==> src/rtl/seg_scan_driver.sv <==
// Multiplexed 7-segment scan driver: beat-latched glyph buffer plus double-dabble numeric buffer.
// Build macro SEG_SCAN_LZ_BLANK_EN blanks numeric leading zeros (least significant digit always shown).
module seg_scan_driver #(
  parameter int NUM_DIGITS = 4,
  parameter int GLYPH_BITS = 5,
  parameter int VALUE_BITS = 14,
  parameter int SCAN_DIV   = 50000
) (
  input  logic                             clk,
  input  logic                             rst_n,
  input  logic                             mode,
  input  logic                             beat,
  input  logic [NUM_DIGITS*GLYPH_BITS-1:0] glyphs,
  input  logic [VALUE_BITS-1:0]            value,
  input  logic                             value_load,
  output logic                             busy,
  output logic [6:0]                       seg,
  output logic [NUM_DIGITS-1:0]            an
);

  localparam int DIV_W   = $clog2(SCAN_DIV);
  localparam int DIG_W   = $clog2(NUM_DIGITS);
  localparam int CNT_W   = $clog2(VALUE_BITS);
  localparam int BCD_RAW = (VALUE_BITS * 30103) / 100000 + 1;
  localparam int BCD_N   = (BCD_RAW > NUM_DIGITS) ? BCD_RAW : NUM_DIGITS;
  localparam int BCD_W   = 4 * BCD_N;
  localparam int NUM_W   = 4 * NUM_DIGITS;

`ifdef SEG_SCAN_LZ_BLANK_EN
  localparam logic LZ_BLANK = 1'b1;
`else
  localparam logic LZ_BLANK = 1'b0;
`endif

  localparam logic [6:0] SEG_BLANK            = 7'h7F;
  localparam logic [6:0] SEG_ARROW_UP         = 7'h7E;
  localparam logic [6:0] SEG_ARROW_DOWN       = 7'h77;
  localparam logic [6:0] SEG_ARROW_LEFT       = 7'h4F;
  localparam logic [6:0] SEG_ARROW_RIGHT      = 7'h79;
  localparam logic [6:0] SEG_ARROW_UP_DOWN    = 7'h76;
  localparam logic [6:0] SEG_ARROW_UP_LEFT    = 7'h5E;
  localparam logic [6:0] SEG_ARROW_UP_RIGHT   = 7'h7C;
  localparam logic [6:0] SEG_ARROW_DOWN_LEFT  = 7'h67;
  localparam logic [6:0] SEG_ARROW_DOWN_RIGHT = 7'h73;
  localparam logic [6:0] SEG_ARROW_LEFT_RIGHT = 7'h49;
  localparam logic [6:0] SEG_ARROW_NONE       = 7'h3F;

  localparam logic [GLYPH_BITS-1:0]            GLYPH_NONE = GLYPH_BITS'(20);
  localparam logic [NUM_DIGITS*GLYPH_BITS-1:0] GLYPH_RST  = {NUM_DIGITS{GLYPH_NONE}};

  typedef enum logic [1:0] {
    ST_IDLE   = 2'd0,
    ST_SHIFT  = 2'd1,
    ST_COMMIT = 2'd2
  } conv_state_e;

  function automatic logic [6:0] seg_decode(input logic [31:0] code);
    case (code)
      32'd0:   seg_decode = 7'h40;
      32'd1:   seg_decode = 7'h79;
      32'd2:   seg_decode = 7'h24;
      32'd3:   seg_decode = 7'h30;
      32'd4:   seg_decode = 7'h19;
      32'd5:   seg_decode = 7'h12;
      32'd6:   seg_decode = 7'h02;
      32'd7:   seg_decode = 7'h78;
      32'd8:   seg_decode = 7'h00;
      32'd9:   seg_decode = 7'h10;
      32'd10:  seg_decode = SEG_ARROW_UP;
      32'd11:  seg_decode = SEG_ARROW_DOWN;
      32'd12:  seg_decode = SEG_ARROW_LEFT;
      32'd13:  seg_decode = SEG_ARROW_RIGHT;
      32'd14:  seg_decode = SEG_ARROW_UP_DOWN;
      32'd15:  seg_decode = SEG_ARROW_UP_LEFT;
      32'd16:  seg_decode = SEG_ARROW_UP_RIGHT;
      32'd17:  seg_decode = SEG_ARROW_DOWN_LEFT;
      32'd18:  seg_decode = SEG_ARROW_DOWN_RIGHT;
      32'd19:  seg_decode = SEG_ARROW_LEFT_RIGHT;
      32'd20:  seg_decode = SEG_ARROW_NONE;
      default: seg_decode = SEG_BLANK;
    endcase
  endfunction

  logic                             beat_meta_q, beat_sync_q, beat_prev_q;
  logic                             beat_rise_s;
  logic [NUM_DIGITS*GLYPH_BITS-1:0] glyph_q;

  conv_state_e                      state_q;
  logic                             busy_q;
  logic [CNT_W-1:0]                 cnt_q;
  logic [VALUE_BITS-1:0]            bin_q;
  logic [BCD_W-1:0]                 bcd_q, bcd_adj_s;
  logic                             pend_valid_q;
  logic [VALUE_BITS-1:0]            pend_val_q;
  logic [NUM_W-1:0]                 num_q, num_d;
  logic                             overflow_s;

  logic [DIV_W-1:0]                 div_q;
  logic [DIG_W-1:0]                 dig_q;
  logic                             terminal_s;
  logic [GLYPH_BITS-1:0]            glyph_code_s;
  logic [3:0]                       num_digit_s;
  logic                             lead_zero_s, blank_s;
  logic [6:0]                       seg_q, seg_d;
  logic [NUM_DIGITS-1:0]            an_q, an_d;

  assign beat_rise_s = beat_sync_q & ~beat_prev_q;
  assign terminal_s  = (div_q == DIV_W'(SCAN_DIV - 1));
  assign busy        = busy_q;
  assign seg         = seg_q;
  assign an          = an_q;

  // Beat synchroniser, edge history and glyph buffer load one cycle after edge detection
  always_ff @(posedge clk or negedge rst_n) begin
    if (!rst_n) begin
      beat_meta_q <= 1'b0;
      beat_sync_q <= 1'b0;
      beat_prev_q <= 1'b0;
      glyph_q     <= GLYPH_RST;
    end else begin
      beat_meta_q <= beat;
      beat_sync_q <= beat_meta_q;
      beat_prev_q <= beat_sync_q;
      if (beat_rise_s) begin
        glyph_q <= glyphs;
      end else begin
        glyph_q <= glyph_q;
      end
    end
  end

  // Add-3 correction per BCD digit, overflow detection and MSD-first commit image
  always_comb begin
    bcd_adj_s  = bcd_q;
    overflow_s = 1'b0;
    num_d      = '0;
    for (int j = 0; j < BCD_N; j++) begin
      bcd_adj_s[j*4 +: 4] = (bcd_q[j*4 +: 4] >= 4'd5) ? (bcd_q[j*4 +: 4] + 4'd3) : bcd_q[j*4 +: 4];
    end
    for (int j = NUM_DIGITS; j < BCD_N; j++) begin
      overflow_s = overflow_s | (bcd_q[j*4 +: 4] != 4'd0);
    end
    for (int k = 0; k < NUM_DIGITS; k++) begin
      num_d[k*4 +: 4] = overflow_s ? 4'd9 : bcd_q[(NUM_DIGITS-1-k)*4 +: 4];
    end
  end

  // Converter FSM: IDLE -> SHIFT (VALUE_BITS cycles) -> COMMIT, with one latest-wins pending slot
  always_ff @(posedge clk or negedge rst_n) begin
    if (!rst_n) begin
      state_q      <= ST_IDLE;
      busy_q       <= 1'b0;
      cnt_q        <= '0;
      bin_q        <= '0;
      bcd_q        <= '0;
      pend_valid_q <= 1'b0;
      pend_val_q   <= '0;
      num_q        <= '0;
    end else begin
      if (value_load && (state_q != ST_IDLE)) begin
        pend_valid_q <= 1'b1;
        pend_val_q   <= value;
      end else begin
        pend_val_q   <= pend_val_q;
      end
      case (state_q)
        ST_IDLE: begin
          cnt_q <= '0;
          bcd_q <= '0;
          if (value_load) begin
            bin_q        <= value;
            pend_valid_q <= 1'b0;
            state_q      <= ST_SHIFT;
            busy_q       <= 1'b1;
          end else if (pend_valid_q) begin
            bin_q        <= pend_val_q;
            pend_valid_q <= 1'b0;
            state_q      <= ST_SHIFT;
            busy_q       <= 1'b1;
          end else begin
            state_q      <= ST_IDLE;
            busy_q       <= 1'b0;
          end
        end
        ST_SHIFT: begin
          {bcd_q, bin_q} <= {bcd_adj_s, bin_q} << 1;
          cnt_q          <= cnt_q + CNT_W'(1);
          busy_q         <= 1'b1;
          if (cnt_q == CNT_W'(VALUE_BITS - 1)) begin
            state_q <= ST_COMMIT;
          end else begin
            state_q <= ST_SHIFT;
          end
        end
        ST_COMMIT: begin
          num_q   <= num_d;
          state_q <= ST_IDLE;
          busy_q  <= 1'b0;
        end
        default: begin
          state_q <= ST_IDLE;
          busy_q  <= 1'b0;
        end
      endcase
    end
  end

  // Select the current digit's source, blanking and anode pattern
  always_comb begin
    glyph_code_s = '0;
    num_digit_s  = 4'd0;
    lead_zero_s  = 1'b1;
    blank_s      = 1'b0;
    an_d         = '1;
    for (int k = 0; k < NUM_DIGITS; k++) begin
      lead_zero_s = lead_zero_s & (num_q[k*4 +: 4] == 4'd0);
      if (dig_q == DIG_W'(k)) begin
        glyph_code_s           = glyph_q[k*GLYPH_BITS +: GLYPH_BITS];
        num_digit_s            = num_q[k*4 +: 4];
        blank_s                = lead_zero_s & (k != NUM_DIGITS - 1);
        an_d[NUM_DIGITS-1-k]   = 1'b0;
      end else begin
        an_d[NUM_DIGITS-1-k]   = 1'b1;
      end
    end
    if (mode) begin
      seg_d = (LZ_BLANK && blank_s) ? SEG_BLANK : seg_decode(32'(num_digit_s));
    end else begin
      seg_d = seg_decode(32'(glyph_code_s));
    end
  end

  // Dwell divider, digit index and registered segment/anode drive
  always_ff @(posedge clk or negedge rst_n) begin
    if (!rst_n) begin
      div_q <= '0;
      dig_q <= '0;
      seg_q <= SEG_BLANK;
      an_q  <= '1;
    end else if (terminal_s) begin
      div_q <= '0;
      dig_q <= (dig_q == DIG_W'(NUM_DIGITS - 1)) ? '0 : (dig_q + DIG_W'(1));
      seg_q <= seg_d;
      an_q  <= an_d;
    end else begin
      div_q <= div_q + DIV_W'(1);
      dig_q <= dig_q;
      seg_q <= seg_q;
      an_q  <= an_q;
    end
  end

endmodule

==> config.mk <==
export PLATFORM = sky130hd
export DESIGN_NAME = seg_scan_driver
export DESIGN_NICKNAME = d
export VERILOG_FILES = /design/src/rtl/seg_scan_driver.sv
export SDC_FILE = /design/constraint.sdc
export NUM_CORES = 1
export LEC_CHECK = 0
export CORE_UTILIZATION = 44
export CTS_CLUSTER_DIAMETER = 60
export CTS_CLUSTER_SIZE = 30
export DETAILED_ROUTE_END_ITERATION = 10
export GPL_ROUTABILITY_DRIVEN = 1
export GPL_TIMING_DRIVEN = 0
export SLEW_MARGIN = 20
export SYNTH_ARGS = -nofsm -noshare
export SYNTH_HDL_FRONTEND = slang
export SYNTH_SLANG_ARGS = --single-unit
==> constraint.sdc <==
create_clock -name clk -period 3.55 [get_ports clk]
set_clock_uncertainty 0.1 [all_clocks]
set_input_delay 0.8875 -clock clk [delete_from_list [all_inputs] [get_ports clk]]
set_output_delay 0.8875 -clock clk [all_outputs]
set_load 0.02 [all_outputs]
==> results of run 1 <==
path summary, 6_finish.rpt:
check / startpoint / to / slack, ns / cells past startpoint
max: dig_q[1]$_DFFE_PN0N_ / seg[5]$_DFFE_PN1N_ / 0.21 / 11
min: beat_meta_q$_DFF_PN0_ / beat_sync_q$_DFF_PN0_ / 0.24 / 0
max reg2reg: dig_q[1]$_DFFE_PN0N_ / seg[5]$_DFFE_PN1N_ / 0.21 / 11
min reg2reg: beat_meta_q$_DFF_PN0_ / beat_sync_q$_DFF_PN0_ / 0.24 / 0
max in group asynchronous: rst_n / bcd_q[17]$_DFFE_PN0P_ / 2.34 / 2
min in group asynchronous: rst_n / beat_prev_q$_DFF_PN0_ / 0.28 / 1
metrics by stage:
stage	total power, W	std cells	worst slack (ns)	hold slack, ns
after floorplan	0.00286	648	0.739	0.231
after global placement	0.00317	881	-3.32	0.232
after detailed placement	0.00323	882	0.0250	0.241
after CTS	0.00505	914	0.0133	0.246
after global routing	0.00535	914	0.00705	0.268
final	0.00501	914	0.214	0.245
cell type report:
class                   instances  share of cell area [%]
multi-input cells             472                    40.5
flip-flops and latches        124                    39.5
repair buffers                 50                    6.57
clock buffers                  17                    5.38
well taps                     184                    2.91
clock inverters                15                    2.34
plain buffers                  31                    1.80
inverters                      21                   0.997
worst reg2reg max path, delay by kind of cell (launching register included):
kind / cells / cell delay, ns
simple gates: 2 / 0.47
compound gates: 4 / 0.96
flops: 1 / 0.40
fa+ha+maj: 2 / 0.67
buf+inv: 3 / 0.66
power breakdown:
part,internal (W),total [W],switching (W)
Sequential,0.00173,0.00197,0.000240
Clock,0.00112,0.00180,0.000683
Combinational,0.000552,0.00124,0.000692
layer usage:
layer  GRT usage, %  up-vias
met5              0        -
met4           7.44        0
met3           4.85       20
met2           35.9       75
met1           27.5     2448
li1               -     2449
state kept, by name, indices dropped and copies added (netlist names), 4 cells and up:
name	flops
pend_val_q	14
bcd_q	20
glyph_q	20
num_q	16
seg	7
div_q	16
cnt_q	4
an	4
bin_q	14
cells by family after synthesis:
| kind of cell | after synthesis |
|---|---|
| AND/OR/NAND/NOR | 197 |
| AO/OA/AOI/OAI | 168 |
| flip-flops | 124 |
| buffers and inverters | 52 |
| multiplexers | 50 |
| adder cells (fa/ha/maj) | 34 |
| XOR/XNOR | 23 |
Yosys cell counts (5+ instances only):
library cell  instances
dfrtp_1             105
nand2_1              72
o21ai_0              60
nor2_1               47
mux2_2               35
ha_1                 33
a21oi_1              30
clkbuf_1             23
nand3_1              23
inv_1                20
dfstp_2              19
mux2i_1              15
xor2_1               13
nand2b_1             11
a22o_1               10
xnor2_1              10
nor3_1                8
o22a_1                8
o31ai_1               8
o211ai_1              6
a31oi_1               5
and3_1                5
o21ai_1               5
timing repair:
| action | 4_1_cts | 5_1_grt |
|---|---|---|
| buffers inserted | 0 | 0 |
| resized for setup | 0 | 1 |
| endpoints found under the setup margin | 0 | 3 |
==> summary.md, run 1 <==
| Metric | Value |
|---|---|
| Total clock sinks | 124 |
| Final ANT Viol Nets | 0 |
| Final setup vio count | 0 |
| Leading area contributor after synthesis | dfrtp_1 |
| Largest family of logic cells by synthesized area | compound AO/OA/AOI/OAI gates |
| Cell Pwr Density | 633 mW/mm^2 |
| Die width | about 120 um |
| Number of buffers created by CTS | 17 |
| Clock Latency Late Sink | 0.42 ns |
| Peak supply drop | 0.360 mV |
| Port Buffer Count | 49 |
| Maximum root-to-sink buffer count | 2 |
| Utilization after layout | between 50 and 60% |
| DP HPWL | 10500 um |
| Final-layout fill cell count | 1288 |
| RSZ-0062 raised after global routing | no |
| Fmax | 300 MHz |
| Net Count, Synth | 720 |
| Die footprint | 0.0154 sq mm |
| Crit-path cells | inv_1 > ha_1 > buf_2 > o21ai_0 > o21ai_1 > inv_1 > ha_1 > or3_1 > a211o_1 > o2111ai_1 > nand2_1 |
| Crit Path Max Fanout | 10 |
| Final hold vios | 0 |
| Inserted Diodes | 0 |
| Fin crit share | 94.0% |
| Status | completed |
| Hold WC Path Type | register to register |
| Largest stage delay, worst path | 0.44 ns |
| Placer congestion estimate | 0.845 |
| Routed len/inst | 16.3 um |
| Syn-to-layout area delta | 20.8% |
| Yosys top cell area share | 40.1% |
| Synth Instances | 648 |
| Met2 WL post-DR | 7150 um |
| Vias in the first global route | 5143 |
| GRT Residual Overflow | 0 |
| Layout cells sized above 1 | 14.7% |
| Ys async rst share | 100% |
| Initial Util | between 40% and 50% |
| Synthesized area per cell | between 10 and 15 sq um |
| Arr. time, crit path | 3.58 ns |
| Largest net degree at the start of global routing | 81 |
| Storage cell area | 0.00313 sq mm |
| Commonest non-fill, non-tap cells in the layout | dfrtp_1, nand2_1, o21ai_0 |
| NumNets Final | ~790 |
| Initial antenna violation count | 0 |
| Dominant cells by area after synthesis | dfrtp_1, dfstp_2, ha_1 |
| Top Metal Used | met4 |
| MaxCap Viol Count | 0 |
| Worst path bufs/invs | 3 |
| Fin. max-slew vios | 0 |
| Area of the multi-input gates | 0.00320 sq mm |
| Finished Cell Area | 0.00791 sq mm |
| CP delay by family, top | compound AO/OA/AOI/OAI gates |
| Io pins | slightly above 50 |
| Leading cell type in the layout, fill and taps excluded | dfrtp_1 |
| Die Ht | 124 um |
| Vias per std cell | 5.46 |
| Slowest cell on crit path | ha_1 |
| Global-route wire length before repair | 25300 um |
| Met1 WL | slightly below 7000 um |
| Met3 routed WL | 498 um |
| Top FF cell, synth | dfrtp_1 |
| Synthesized area | 0.00655 sq mm |
| Post-Place Cell Area | 0.00730 sq mm |
| Multiplexer share of the synthesized area | 8.31% |
| DRC violations left | 0 |
| Post-synth EDFFs | 0 |
| CTS clk-pin slew, worst paths | about 0.060 ns |
| Core area | approximately 0.015 sq mm |
| WS Path Type | register to register |
| Register area share after synthesis | 47.8% |
| Synth warnings | 0 |
| Crit. End Element | register |
| Tmin final | 3.34 ns |
| Synth Area in Compound Gates | 16.9% |
| Leak Pwr | 3.39 nW |
| Root Buffer | clkbuf_16 |
| Router iterations before antenna repair | 4 |
| CTS Hold Bufs | 0 |
| Post-synthesis xor/xnor area fraction | 3.08% |
| Synthesized flop and latch total | ~120 |
| H-Tree Depth | 4 |
| DRT iter0 DRCs | ~230 |
| CTS tree | done |
| Worst-case headroom to the max-slew limit | slightly below 60% |
| Worst slew pin tran | 0.618 ns |
| Simple-gate share of the synthesized area | roughly 14% |
| Library cells used by synthesis | 64 |
| Total track usage | 21.5% |
| CP required | 3.79 ns |
| DR vias | between 4000 and 5000 |
| Row count | 44 |
| Post-Synth Adder-Cell Area | between 6 and 7% |
| Post-Route WL | 14900 um |
| Setup TNS | 0 ns |
| Worst Setup Start Kind | register |
Power figures use the tool's default switching activity.
==> run 2: changes to the inputs <==
Settings changed: DONT_BUFFER_PORTS set to 1.
==> summary.md, run 2 (same netlist as run 1, synthesis figures left out) <==
| Metric | Value |
|---|---|
| Commonest non-fill, non-tap cells in the layout | dfrtp_1, nand2_1, o21ai_0 |
| Flop-to-flop setup slack | between 0.15 and 0.2 ns |
| RSZ-0062 raised after global routing | no |
| Largest net degree at the start of global routing | 125 |
| Utilization after layout | roughly 51% |
| Leak Pwr | 3.15 nW |
| Tmin final | roughly 3.4 ns |
| H-Tree Depth | 4 |
| Arr. time, crit path | 3.60 ns |
| Setup TNS | 0 ns |
| DR vias | 4856 |
| DRT iter0 DRCs | just under 300 |
| Clock Latency Late Sink | about 0.42 ns |
| Total clock sinks | 124 |
| Met1 WL | ~6400 um |
| Router iterations before antenna repair | 4 |
| Final hold vios | 0 |
| Syn-to-layout area delta | 12.1% |
| Placed insts | 832 |
| Layout cells sized above 1 | 15.1% |
| Fin crit share | 94.6% |
| NumNets Final | 739 |
| GRT Residual Overflow | 0 |
| Top Metal Used | met4 |
| Initial antenna violation count | 0 |
| Post-CTS setup buffers | 0 |
| Final setup vio count | 0 |
| Top Registers | bcd_q x20, glyph_q x20 |
| Fmax | 298 MHz |
| Met3 routed WL | 641 um |
| Reg2Reg Launch Point | dig_q[1]$_DFFE_PN0N_ |
| Area of the multi-input gates | 0.00320 sq mm |
| Row count | 44 |
| Peak supply drop | roughly 0.35 mV |
| Leading cell type in the layout, fill and taps excluded | dfrtp_1 |
| Inserted Diodes | 0 |
| DRC violations left | 0 |
| Io pins | 51 |
| Die Ht | 124 um |
| MaxCap Viol Count | 0 |
| DP HPWL | 10000 um |
| Hold WC Path Type | primary input to async pin |
| Worst r2r dst | seg[5]$_DFFE_PN1N_ |
| Crit. End Element | register |
| Die width | 124 um |
| Post-Route WL | between 10000 and 15000 um |
| CTS tree | done |
| CTS Hold Bufs | 0 |
| Port Buffer Count | 0 |
| Initial Util | 45.0% |
| PostCTS Resize Cnt | 0 |
| Placer congestion estimate | ~0.9 |
| Met2 WL post-DR | 7260 um |
| Number of buffers created by CTS | 17 |
| Root Buffer | clkbuf_16 |
| Worst slew pin tran | ~0.62 ns |
| Final ANT Viol Nets | 0 |
| Vias per std cell | 5.62 |
| Cell Pwr Density | 651 mW/mm^2 |
| Slowest cell on crit path | ha_1 |
| Worst-case headroom to the max-slew limit | approximately three fifths |
| Die footprint | around 0.015 sq mm |
| Worst Reg-to-Reg Cells | 11 |
| Storage cell area | 0.00313 sq mm |
| Crit-path cells | inv_1 > ha_1 > buf_2 > o21ai_0 > o21ai_1 > inv_1 > ha_1 > or3_1 > a211o_1 > o2111ai_1 > nand2_1 |
| Vias in the first global route | 4938 |
| Largest stage delay, worst path | 0.43 ns |
| Global-route wire length before repair | 24500 um |
| CTS clk-pin slew, worst paths | 0.06 ns |
| CP required | 3.79 ns |
| Final-layout fill cell count | 1340 |
| Cell Count, Final, Fillers Out | 864 |
| Maximum root-to-sink buffer count | 2 |
| Core area | 0.0145 sq mm |
| Status | completed |
| Worst Setup Start Kind | register |
| WS Path Type | register to register |
| Fin. max-slew vios | 0 |
| Total track usage | 20.9% |
| Crit Path Max Fanout | 10 |
| Routed len/inst | around 17 um |
==> run 2: changes by cell type in the layout (fill, tap and decap cells not counted) <==
| cell | before | now |
|---|---|---|
| clkinvlp_4 | 1 | 4 |
| clkdlybuf4s50_1 | 48 | 0 |
| clkinv_2 | 3 | 2 |
| bufinv_16 | 3 | 1 |
| buf_6 | 4 | 3 |
| buf_16 | 1 | 0 |
| clkbuf_1 | 23 | 25 |
| inv_6 | 4 | 1 |
| clkbuf_8 | 0 | 1 |
==> run 2: layout make-up <==
class | count | area share, %
clock buffer | 20 | 6.08
tap | 184 | 3.14
buffer | 31 | 1.94
sequential | 124 | 42.6
inverter | 21 | 1.07
clock inverter | 12 | 1.59
multi-input combinational | 472 | 43.6
==> run 2: stage by stage <==
stage	setup WS, ns	hold WS (ns)	area [sq um]	power, W
floorplan	0.739	0.231	6550	0.00286
global placement	0.0880	0.238	6780	0.00309
detailed placement	0.0273	0.252	6780	0.00315
CTS	0.0177	0.0390	7340	0.00483
global route	0.000256	0.0344	7340	0.00511
finish	0.192	0.0568	7340	0.00478
==> run 2: per-layer routing <==
layer / track usage [%] / up-vias
li1: - / 2353
met1: 25.3 / 2392
met2: 35.8 / 93
met3: 5.82 / 18
met4: 7.29 / 0
met5: 0 / -
==> run 2: critical path: cells and delay by family (launching register included) <==
family                     cells  cell delay (ns)
buffers and inverters          3             0.65
DFF                            1             0.41
and+or+nand+nor                2             0.47
adders and majority gates      2             0.65
AOI/OAI and AO/OA              4             0.98
==> run 2: worst max path at each step <==
| stage | depth (start not counted) | from | slack [ns] | endpoint |
|---|---|---|---|---|
| 6_report | 11 | dig_q[1]$_DFFE_PN0N_ | 0.19 | seg[5]$_DFFE_PN1N_ |
| 5_1_grt | 11 | dig_q[1]$_DFFE_PN0N_ | 0.0003 | seg[6]$_DFFE_PN1N_ |
| 4_1_cts | 11 | dig_q[1]$_DFFE_PN0N_ | 0.02 | seg[5]$_DFFE_PN1N_ |
| 3_5_place_dp | 11 | dig_q[1]$_DFFE_PN0N_ | 0.03 | seg[5]$_DFFE_PN1N_ |
| 3_3_place_gp | 11 | dig_q[1]$_DFFE_PN0N_ | 0.09 | seg[5]$_DFFE_PN1N_ |
| 2_1_floorplan | 11 | dig_q[1]$_DFFE_PN0N_ | 0.74 | seg[5]$_DFFE_PN1N_ |
==> run 2: power by group <==
| group | switching [W] | internal [W] |
|---|---|---|
| combinational | 0.000649 | 0.000512 |
| clock | 0.000666 | 0.000986 |
| sequential | 0.000241 | 0.00173 |
| total | 0.00156 | 0.00322 |
==> run 3: changes to the inputs <==
Settings changed: SKIP_CTS_REPAIR_TIMING set to 1.
==> results of run 3 <==
The final DEF is identical to that of run 2; final timing and power are the same.
